[config.mk]
export PLATFORM = sky130hd
export DESIGN_NAME = spi_flash_loader_flat
export DESIGN_NICKNAME = d
export VERILOG_FILES = /design/src/rtl/spi_flash_loader_if.sv /design/src/rtl/spi_flash_loader.sv /design/src/flat_wrapper.sv
export SDC_FILE = /design/constraint.sdc
export NUM_CORES = 1
export LEC_CHECK = 0
export BUFFER_PORTS_ARGS = -buffer_cell sky130_fd_sc_hd__buf_2
export CELL_PAD_IN_SITES_DETAIL_PLACEMENT = 1
export CELL_PAD_IN_SITES_GLOBAL_PLACEMENT = 2
export CORE_ASPECT_RATIO = 0.5
export CORE_MARGIN = 4
export CORE_UTILIZATION = 33
export CTS_CLUSTER_DIAMETER = 80
export DETAILED_ROUTE_END_ITERATION = 16
export PLACE_DENSITY_LB_ADDON = 0.1
export RECOVER_POWER = 100
export SETUP_SLACK_MARGIN = 0.2
export SYNTH_ARGS = -nofsm -noshare
export SYNTH_HDL_FRONTEND = slang
export SYNTH_SLANG_ARGS = --single-unit
[constraint.sdc]
create_clock -name clk -period 3.3 [get_ports clk]
set_input_delay 0.495 -clock clk [delete_from_list [all_inputs] [get_ports clk]]
set_output_delay 0.495 -clock clk [all_outputs]
set_load 0.05 [all_outputs]
[src/rtl/spi_flash_loader_if.sv]
// Memory write request bus: strobe, byte mask, data and byte address.
// Used both for the CPU request into the loader and the request out to memory decode.
interface spi_flash_loader_if;
    logic        write;
    logic [3:0]  wmask;
    logic [31:0] wdata;
    logic [31:0] addr;

    modport master (output write, wmask, wdata, addr);
    modport slave  (input  write, wmask, wdata, addr);
endinterface

[src/rtl/spi_flash_loader.sv]
// Boot copy engine: streams a flash region into main memory with SPI READ (03h), else passes CPU/GPIO through.
// 64*CLK_DIV cycles per word after a 64*CLK_DIV command phase; the CPU is stalled via cpu_hold while busy.
module spi_flash_loader #(
    parameter logic [23:0] FLASH_ADDR = 24'h10_0000,
    parameter logic [31:0] DEST_ADDR  = 32'h0000_0000,
    parameter int unsigned WORD_COUNT = 16384,
    parameter int unsigned CLK_DIV    = 1,
    parameter bit          AUTO_START = 1'b1
) (
    input  logic               clk,
    input  logic               rstn,
    input  logic               start,
    output logic               busy,
    output logic               done,
    output logic               cpu_hold,
    spi_flash_loader_if.slave  cpu_mem,
    spi_flash_loader_if.master mem,
    input  logic               gpio_cs,
    input  logic               gpio_clk,
    input  logic               gpio_do,
    output logic               gpio_di,
    output logic               spics,
    output logic               spiclk,
    output logic               spido,
    input  logic               spidi
);
    typedef enum logic [2:0] {IDLE, CMD, DATA, WR, FIN} state_t;

    localparam logic [15:0] DIV_LAST = 16'(CLK_DIV - 1);
    localparam logic [31:0] LAST_IDX = 32'(WORD_COUNT - 1);
    localparam bit          ZERO_LEN = (WORD_COUNT == 0);

    state_t      state, state_nxt;
    logic        pend;
    logic        done_q;
    logic [31:0] idx;
    logic [31:0] sr;
    logic [15:0] div_cnt;
    logic [4:0]  bit_cnt;
    logic        sclk;
    logic        go, bit_end;
    logic        e_cs, e_clk, e_do, e_write;

    assign go      = (state == IDLE) && (pend || start);
    assign bit_end = sclk && (div_cnt == DIV_LAST);

    always_ff @(posedge clk or negedge rstn) begin
        if (!rstn) state <= IDLE;
        else       state <= state_nxt;
    end

    always_comb begin
        state_nxt = state;
        unique case (state)
            IDLE:    if (go && !ZERO_LEN) state_nxt = CMD;
            CMD:     if (bit_end && bit_cnt == 5'd31) state_nxt = DATA;
            DATA:    if (bit_end && bit_cnt == 5'd31) state_nxt = WR;
            WR:      state_nxt = (idx == LAST_IDX) ? FIN : DATA;
            FIN:     state_nxt = IDLE;
            default: state_nxt = IDLE;
        endcase
    end

    // One shift register serves both directions: command out in CMD, flash bytes in during DATA.
    always_ff @(posedge clk or negedge rstn) begin
        if (!rstn) begin
            pend    <= AUTO_START;
            done_q  <= 1'b0;
            idx     <= '0;
            sr      <= '0;
            div_cnt <= '0;
            bit_cnt <= '0;
            sclk    <= 1'b0;
        end else begin
            pend <= 1'b0;
            if (go) begin
                done_q  <= ZERO_LEN;
                idx     <= '0;
                sr      <= {8'h03, FLASH_ADDR};
                div_cnt <= '0;
                bit_cnt <= '0;
                sclk    <= 1'b0;
            end else begin
                if (state == FIN) done_q <= 1'b1;
                if (state == CMD || state == DATA || state == WR) begin
                    if (div_cnt == DIV_LAST) begin
                        div_cnt <= '0;
                        sclk    <= ~sclk;
                    end else begin
                        div_cnt <= div_cnt + 16'd1;
                    end
                    if (bit_end) begin
                        bit_cnt <= bit_cnt + 5'd1;
                        sr      <= {sr[30:0], (state == DATA) ? spidi : 1'b0};
                    end
                    if (state == WR) idx <= idx + 32'd1;
                end
            end
        end
    end

    always_comb begin
        e_cs    = 1'b1;
        e_clk   = 1'b0;
        e_do    = 1'b0;
        e_write = 1'b0;
        unique case (state)
            CMD: begin
                e_cs  = 1'b0;
                e_clk = sclk;
                e_do  = sr[31];
            end
            DATA: begin
                e_cs  = 1'b0;
                e_clk = sclk;
            end
            WR: begin
                e_cs    = 1'b0;
                e_clk   = sclk;
                e_write = 1'b1;
            end
            default: ;
        endcase
    end

    assign busy     = (state != IDLE) || pend;
    assign cpu_hold = busy;
    assign done     = done_q;
    assign gpio_di  = spidi;

    // Flash sends byte 0 first; it belongs in the low byte of the word.
    assign mem.write = busy ? e_write : cpu_mem.write;
    assign mem.wmask = busy ? 4'b1111 : cpu_mem.wmask;
    assign mem.wdata = busy ? {sr[7:0], sr[15:8], sr[23:16], sr[31:24]} : cpu_mem.wdata;
    assign mem.addr  = busy ? DEST_ADDR + {idx[29:0], 2'b00} : cpu_mem.addr;

    assign spics  = busy ? e_cs  : gpio_cs;
    assign spiclk = busy ? e_clk : gpio_clk;
    assign spido  = busy ? e_do  : gpio_do;
endmodule

[src/flat_wrapper.sv]
// flat-port wrapper written by rule: the top's interface ports become plain ports
module spi_flash_loader_flat 
#(
    parameter logic [23:0] FLASH_ADDR = 24'h10_0000,
    parameter logic [31:0] DEST_ADDR  = 32'h0000_0000,
    parameter int unsigned WORD_COUNT = 16384,
    parameter int unsigned CLK_DIV    = 1,
    parameter bit          AUTO_START = 1'b1
)
  (clk, rstn, start, busy, done, cpu_hold, gpio_cs, gpio_clk, gpio_do, gpio_di, spics, spiclk, spido, spidi, cpu_mem_write, cpu_mem_wmask, cpu_mem_wdata, cpu_mem_addr, mem_write, mem_wmask, mem_wdata, mem_addr);
  spi_flash_loader_if cpu_mem_i ();
  spi_flash_loader_if mem_i ();
  input  logic clk;
  input  logic rstn;
  input  logic start;
  output logic busy;
  output logic done;
  output logic cpu_hold;
  input  logic gpio_cs;
  input  logic gpio_clk;
  input  logic gpio_do;
  output logic gpio_di;
  output logic spics;
  output logic spiclk;
  output logic spido;
  input  logic spidi;
  input wire logic [$bits(cpu_mem_i.write)-1:0] cpu_mem_write;
  input wire logic [$bits(cpu_mem_i.wmask)-1:0] cpu_mem_wmask;
  input wire logic [$bits(cpu_mem_i.wdata)-1:0] cpu_mem_wdata;
  input wire logic [$bits(cpu_mem_i.addr)-1:0] cpu_mem_addr;
  output wire logic [$bits(mem_i.write)-1:0] mem_write;
  output wire logic [$bits(mem_i.wmask)-1:0] mem_wmask;
  output wire logic [$bits(mem_i.wdata)-1:0] mem_wdata;
  output wire logic [$bits(mem_i.addr)-1:0] mem_addr;
  assign cpu_mem_i.write = cpu_mem_write;
  assign cpu_mem_i.wmask = cpu_mem_wmask;
  assign cpu_mem_i.wdata = cpu_mem_wdata;
  assign cpu_mem_i.addr = cpu_mem_addr;
  assign mem_write = mem_i.write;
  assign mem_wmask = mem_i.wmask;
  assign mem_wdata = mem_i.wdata;
  assign mem_addr = mem_i.addr;
  spi_flash_loader #(.FLASH_ADDR(FLASH_ADDR), .DEST_ADDR(DEST_ADDR), .WORD_COUNT(WORD_COUNT), .CLK_DIV(CLK_DIV), .AUTO_START(AUTO_START)) u_core (.clk(clk), .rstn(rstn), .start(start), .busy(busy), .done(done), .cpu_hold(cpu_hold), .cpu_mem(cpu_mem_i), .mem(mem_i), .gpio_cs(gpio_cs), .gpio_clk(gpio_clk), .gpio_do(gpio_do), .gpio_di(gpio_di), .spics(spics), .spiclk(spiclk), .spido(spido), .spidi(spidi));
endmodule
==> impl_metrics.yaml, run 1 <==
setup_path:
  worst_path_most_repeated_cell: "sky130_fd_sc_hd__nand2_1"
  worstReg2RegStart: "u_core.div_cnt[0]"
  critical_path_class: "reg2out"
  crit_chain: "nor4_4 -> clkbuf_4 -> nand2_1 -> nand2_1 -> clkbuf_1"
  worstRegToRegCells: 6
  timing.reg2reg.setup_slack_ns: 0.62
  path_max_fanout: 38
  setup.worst_path.end_class: "output port"
  worstPathArrival_ns: 2.42
  cp_slowest_cell: "sky130_fd_sc_hd__dfrtp_1"
  worst_path_largest_cell_delay_ns: 0.52
  crit-reg2reg-capture: "u_core.sr[0]"
  required_ns: 2.80
  worstSetupStartpointType: "register"
sta:
  final-setup-viol-count: 0
  unrepaired_setup_endpoints_after_global_routing: "no"
  max_slew.worst_pin.slew_ns: 2.634
  totalNegativeSetupSlack_ns: 0
  timing.final.crit_share_pct: 88.29
  finalWorstPathRequiredPeriod_ns: 2.914
  timing.slew.headroom_pct: -75.60
  hold_viol: 0
  slew_viol_final: 45
  final.setup_skew_ns: 0.01158
  post-route-worst-setup-slack_ns: 0.3863
  max_freq_mhz: 343.2
finish:
  antenna_cells: 0
  final-seq-area_um2: 2278
  final_cells: 976
  layout.cells.most_common_list: "sky130_fd_sc_hd__nand2_1, sky130_fd_sc_hd__dfrtp_1, sky130_fd_sc_hd__buf_2"
  syn_to_final_growth_pct: 20.45
  most_common_library_cell_in_the_layout_ignoring_fill_and_taps: "sky130_fd_sc_hd__nand2_1"
  fillCellCount: 2014
  finish.instance_area_um2: 6634
  final_layout_size_suffix_gt1_share_pct: 28.17
  multi_input_area_um2: 2885
  fin_nets: 826
synth:
  synth_ff_type: "sky130_fd_sc_hd__dfrtp_1"
  largest_area_contributor_in_the_synthesized_netlist: "sky130_fd_sc_hd__dfrtp_1"
  netlist.area_leader.share_pct: 40.89
  synth_enable_flop_cells: 0
  ys.warnings.count: 0
  syn_area_per_cell_um2: 8.812
  netlist-cell-type-count: 54
  netlist_area_um2: 5508
  synth.ff_latch_count: 91
  synth_fp_nets: 706
  synth.yosys.seq_area_share_pct: 41.37
  cell_count_after_synthesis: 625
  netlist_top_cells_area: "sky130_fd_sc_hd__dfrtp_1, sky130_fd_sc_hd__nand2_1, sky130_fd_sc_hd__mux2_2"
  synth_async_sr_flop_share_pct: 100.0
floorplanning:
  placementRows: 33
  die_area_um2: 18950
  design.portCount: 152
  die_h_um: 99.35
  floorplan.core_area_um2: 16350
  die_width_um: 190.7
  initial_utilization_pct: 33.69
clock_network:
  hold_buffers: 0
  clock_tree_sinks: 91
  numCtsBuffers: 9
  tritoncts: "yes"
  clock_tree.buffer_depth: 2
  clkLatencyLatePin_ns: 0.34
  count_of_buffers_added_by_post_cts_timing_repair_for_setup: 0
  cts.reportedPaths.clkPinSlew_ns: 0.07
  cts_resized: 0
  cts_root_buffer: "sky130_fd_sc_hd__clkbuf_16"
  htreeDepth: 3
drt:
  viasPerCell: 5.394
  drt_pass1_iterations: 4
  route.vias.total: 5265
  post_drt_wl_per_cell_um: 16.83
  drt_first_iter_violations: 248
  antenna_left: 0
  route.final.wire_length_mm: 16.42
  drcViolationCount: 0
pwr:
  static-leakage-power_uw: 0.002842
  power.density_nw_per_um2: 360.2
  ir_worst_vdd_uv: 236.8
grt:
  first_global_vias: 5306
  grt_overflow_total: 0
  largest_net_degree_at_the_start_of_global_routing: 48
  gr-usage-all-layers_pct: 17.09
  wire_length_of_the_first_global_routing_pass_mm: 26.87
  grt_antenna_before_repair: 0
worst_hold_path:
  worstHoldPathCells: 2
  hp-start: "u_core.done"
  holdCritPathClass: "reg2reg"
  worstHoldEndpoint: "u_core.done"
place:
  numPortBuffers: 151
  detailed_place_hpwl_mm: 11.34
  gp_congestion: 0.7380
  place_area_um2: 6337
  pre_cts_ws_ns: 0.8295
  placedCellCount: 961
status:
  failed_checks: "capacitance limit, slew limit"
  status: "finished, violations left"
job:
  max-cap-violations: 1
[per-stage QoR]
| step | hold slack [ns] | util, % | power (uW) |
|---|---|---|---|
| after detailed placement | 0.4954 | 38.76 | 1213 |
| after global routing | 0.5417 | 40.57 | 2476 |
| after floorplan | 0.1994 | - | 1144 |
| after CTS | 0.1841 | 40.85 | 2431 |
| after global placement | 0.4886 | 38.76 | 1212 |
| final | 0.5075 | 40.57 | 2389 |
[worst max-delay path, delay by kind of cell (launching register included)]
family	cells	cell delay, ns
buffers and inverters	2	0.99
flip-flops	1	0.52
AND/OR/NAND/NOR	3	0.54
[cell type report]
class                      count  area share, %
multi-input combinational    475          43.49
sequential                    91          34.35
timing repair buffer         160          12.28
tap                          227          4.281
clock buffer                  11          3.659
clock inverter                 4          1.490
inverter                       8         0.4527
[state kept, by name (all words and copies together) (netlist names)]
| name | cells |
|---|---|
| u_core.div_cnt | 16 |
| u_core.bit_cnt | 5 |
| u_core.sr | 32 |
| u_core.pend | 1 |
| u_core.done | 1 |
| u_core.sclk | 1 |
| u_core.idx | 32 |
| u_core.state | 3 |
[worst max path at each step]
stage,cells past startpoint,slack (ns),from,endpoint
floorplan,3,0.87,u_core.pend,mem_addr[23]
global placement,4,0.84,u_core.state[0],spiclk
detailed placement,4,0.83,u_core.state[0],mem_wdata[12]
CTS,4,0.43,u_core.state[0],spiclk
global route,5,0.19,u_core.state[2],mem_addr[20]
finish,5,0.39,u_core.state[0],spiclk
[cell usage after synthesis, types with 2 or more instances]
library cell               count
sky130_fd_sc_hd__nand2_1     110
sky130_fd_sc_hd__dfrtp_1      90
sky130_fd_sc_hd__nand3_1      49
sky130_fd_sc_hd__a21oi_1      43
sky130_fd_sc_hd__o21ai_0      37
sky130_fd_sc_hd__mux2_2       33
sky130_fd_sc_hd__a31oi_1      22
sky130_fd_sc_hd__clkbuf_1     20
sky130_fd_sc_hd__nor2_1       20
sky130_fd_sc_hd__nand4_1      17
sky130_fd_sc_hd__or4_1        17
sky130_fd_sc_hd__a22o_1       14
sky130_fd_sc_hd__o31ai_1      14
sky130_fd_sc_hd__buf_2        12
sky130_fd_sc_hd__or3_1        11
sky130_fd_sc_hd__and4_1       10
sky130_fd_sc_hd__buf_4         9
sky130_fd_sc_hd__nor3_1        9
sky130_fd_sc_hd__xor2_1        8
sky130_fd_sc_hd__and2_1        7
sky130_fd_sc_hd__buf_6         7
sky130_fd_sc_hd__inv_1         7
sky130_fd_sc_hd__nor4_1        7
sky130_fd_sc_hd__nand2b_1      6
sky130_fd_sc_hd__ha_1          5
sky130_fd_sc_hd__and3_1        4
sky130_fd_sc_hd__nor4_2        3
sky130_fd_sc_hd__xnor2_1       3
sky130_fd_sc_hd__a21o_1        2
sky130_fd_sc_hd__a41oi_1       2
sky130_fd_sc_hd__buf_1         2
sky130_fd_sc_hd__nand4_4       2
sky130_fd_sc_hd__o211ai_1      2
[per-layer routing]
layer | vias up | share of wire (%) | routed length [um] | global-route usage (%)
li1 | 2520 | - | - | -
met1 | 2638 | 49 | 8082 | 23.46
met2 | 93 | 46 | 7556 | 28.22
met3 | 14 | 3.7 | 615 | 3.506
met4 | 0 | 1.0 | 169 | 3.585
met5 | - | 0 | 0 | 0
[power by group]
group          switching [uW]  leakage [uW]  internal (uW)
clock network             441      0.000166            759
logic                    36.9       0.00177           35.0
registers                1.16      0.000903           1120
[cell families after synthesis]
group | synth area share, %
buffers and inverters | 5.884
AOI/OAI and AO/OA | 15.58
DFF | 41.37
muxes | 6.929
other | 0.06809
and+or+nand+nor | 27.28
adders and majority gates | 1.136
xor gates and xnor gates | 1.749
Note: power is estimated with default switching activity, not from simulation.
==> run 2: changes to the inputs <==
--- a/config.mk
+++ b/config.mk
@@ -11,6 +11,7 @@
 export CORE_ASPECT_RATIO = 0.5
 export CORE_MARGIN = 4
 export CORE_UTILIZATION = 33
+export CTS_BUF_LIST = sky130_fd_sc_hd__clkbuf_16
 export CTS_CLUSTER_DIAMETER = 80
 export DETAILED_ROUTE_END_ITERATION = 16
 export PLACE_DENSITY_LB_ADDON = 0.1
==> constraint.sdc (replaced) <==
create_clock -name clk -period 3.3 [get_ports clk]
set_input_delay 0.495 -clock clk [delete_from_list [all_inputs] [get_ports clk]]
set_output_delay 0.495 -clock clk [all_outputs]
set_load 0.1 [all_outputs]
==> run 2 against run 1 <==
Effect of this change:
- the run still ends with capacitance limit, slew limit left
- critical endpoint is now mem_addr[15]
- maximum frequency up 0.92%
- highest routed layer unchanged
- cell area up 0.38%
- clock skew down 0.0028 ns
- via count up 0.19%
==> impl_metrics.yaml, run 2 (synthesis results as in run 1) <==
status:
  status: "finished, violations left"
  failed_checks: "capacitance limit, slew limit"
setup_path:
  required_ns: 2.80
  worstRegToRegCells: 6
  crit_chain: "nor4_4 -> buf_12 -> inv_2 -> nand2_1 -> nand2_1 -> clkbuf_2"
  crit-reg2reg-capture: "u_core.sr[31]"
  worst_path_largest_cell_delay_ns: 0.51
  setup.worst_path.end_class: "output port"
  timing.critical_path.depth: 6
  cp-endpoint: "mem_addr[15]"
  worstSetupStartpointType: "register"
  timing.critical_path.buf_inv: 3
  timing.reg2reg.setup_slack_ns: 0.55
  worstPathArrival_ns: 2.39
  path_max_fanout: 39
  critical_path_class: "reg2out"
  timing.critical_path.max_delay_family: "buffers and inverters"
  worstReg2RegStart: "u_core.div_cnt[0]"
  worst_path_most_repeated_cell: "sky130_fd_sc_hd__nand2_1"
  worstSetupStartpoint: "u_core.state[0]"
  cp_slowest_cell: "sky130_fd_sc_hd__dfrtp_1"
drt:
  antenna_left: 0
  drt_first_iter_violations: 195
  drt_pass1_iterations: 4
  met2_length_mm: 7.929
  viasPerCell: 5.372
  drt-met1-wl_mm: 7.905
  routed.top_layer: "met4"
  route.final.wire_length_mm: 16.52
  post_drt_wl_per_cell_um: 16.82
  drcViolationCount: 0
  route.vias.total: 5275
  detailroute.wirelength.met3_um: 615
finish:
  layout.cells.most_common_list: "sky130_fd_sc_hd__nand2_1, sky130_fd_sc_hd__dfrtp_1, sky130_fd_sc_hd__buf_2"
  fin_nets: 831
  final_layout_size_suffix_gt1_share_pct: 29.01
  reg.largest.list: "u_core.idx (32), u_core.sr (32), u_core.div_cnt (16)"
  syn_to_final_growth_pct: 20.90
  antenna_cells: 0
  final_cells: 982
  most_common_library_cell_in_the_layout_ignoring_fill_and_taps: "sky130_fd_sc_hd__nand2_1"
place:
  detailed_place_hpwl_mm: 11.57
  numPortBuffers: 151
  gp_congestion: 0.7253
  placedCellCount: 966
sta:
  hold_viol: 0
  totalNegativeSetupSlack_ns: 0
  timing.final.crit_share_pct: 87.49
  max_freq_mhz: 346.4
  final.setup_skew_ns: 0.008800
  unrepaired_setup_endpoints_after_global_routing: "no"
  finalWorstPathRequiredPeriod_ns: 2.887
  timing.slew.headroom_pct: -72.45
  fin_worst_hold_slack_ns: 0.4902
  max_slew.worst_pin.slew_ns: 2.587
  slew_viol_final: 47
  final-setup-viol-count: 0
grt:
  wire_length_of_the_first_global_routing_pass_mm: 27.45
  first_global_vias: 5440
  largest_net_degree_at_the_start_of_global_routing: 47
  grt_antenna_before_repair: 0
  gr-usage-all-layers_pct: 17.28
  grt_overflow_total: 0
floorplanning:
  die_width_um: 190.7
  initial_utilization_pct: 33.69
  design.portCount: 152
  floorplan.core_area_um2: 16350
  die_h_um: 99.35
  placementRows: 33
  die_area_um2: 18950
clock_network:
  tritoncts: "yes"
  clock_tree.buffer_depth: 2
  cts_root_buffer: "sky130_fd_sc_hd__clkbuf_16"
  cts.reportedPaths.clkPinSlew_ns: 0.07
  hold_buffers: 0
  clock_tree_sinks: 91
  numCtsBuffers: 9
  clkLatencyLatePin_ns: 0.34
  htreeDepth: 3
  cts_resized: 0
  count_of_buffers_added_by_post_cts_timing_repair_for_setup: 0
job:
  max-cap-violations: 1
pwr:
  power_switching_uw: 488.9
  intPower_uw: 1890
  pwr-share-clk_pct: 49.9
  sw_ratio_pct: 20.55
  static-leakage-power_uw: 0.002879
  ir_worst_vdd_uv: 254.1
  power.density_nw_per_um2: 357.3
  power.share.combinational_pct: 3.1
  p_seq_share_pct: 47.0
worst_hold_path:
  hp-start: "u_core.done"
  holdCritPathClass: "reg2reg"
## run 2: changes by cell type in the layout (fill, tap and decap cells not counted), moves of 2 or more
| cell | previous run | this run |
|---|---|---|
| sky130_fd_sc_hd__clkbuf_2 | 62 | 71 |
| sky130_fd_sc_hd__clkbuf_1 | 10 | 7 |
| sky130_fd_sc_hd__buf_2 | 84 | 78 |
| sky130_fd_sc_hd__o21ai_1 | 0 | 2 |
| sky130_fd_sc_hd__buf_4 | 3 | 8 |
| sky130_fd_sc_hd__o21ai_0 | 37 | 35 |
## run 2: tightest hold or removal path, delay by kind of cell (launching register included)
family,cells,cell delay [ns]
DFF,1,0.34
and+or+nand+nor,1,0.07
AOI/OAI and AO/OA,1,0.04
## run 2: metrics by stage
stage	utilization (%)	total power, uW	cell area [um^2]	setup slack, ns
after global placement	39.02	1215	6380	0.8107
after CTS	41.11	2414	6721	0.4225
after detailed placement	39.02	1216	6380	0.7949
after global routing	40.73	2464	6659	0.1914
final	40.73	2379	6659	0.4130
after floorplan	-	1147	5513	0.2815
## run 2: cell type report
cell class,instances,area [um^2]
Timing Repair Buffer,165,852.1
Multi-Input combinational cell,475,2873
Fill cell,2007,9692
Clock inverter,7,116.4
Inverter,8,30.03
Tap cell,227,284.0
Sequential cell,91,2278
Clock buffer,9,225.2
## run 2: power by group through the flow
stage | registers (uW) | logic [uW] | clock network [uW]
floorplan | 1140 | 8.32 | 0
global placement | 1140 | 76.2 | 0
detailed placement | 1140 | 78.0 | 0
CTS | 1120 | 78.2 | 1220
global route | 1120 | 85.5 | 1260
finish | 1120 | 73.9 | 1190
## run 2: how the worst min path moves through the flow
stage	end	cells after the start
final	u_core.done	2
after global routing	u_core.bit_cnt[2]	1
after CTS	u_core.idx[8]	1
after detailed placement	u_core.done	2
after global placement	u_core.done	2
after floorplan	u_core.bit_cnt[0]	0
## run 2: metal layers
metal | GRT usage [%] | vias up
li1 | - | 2526
met1 | 23.35 | 2647
met2 | 29.45 | 96
met3 | 3.612 | 6
met4 | 2.648 | 0
met5 | 0 | -
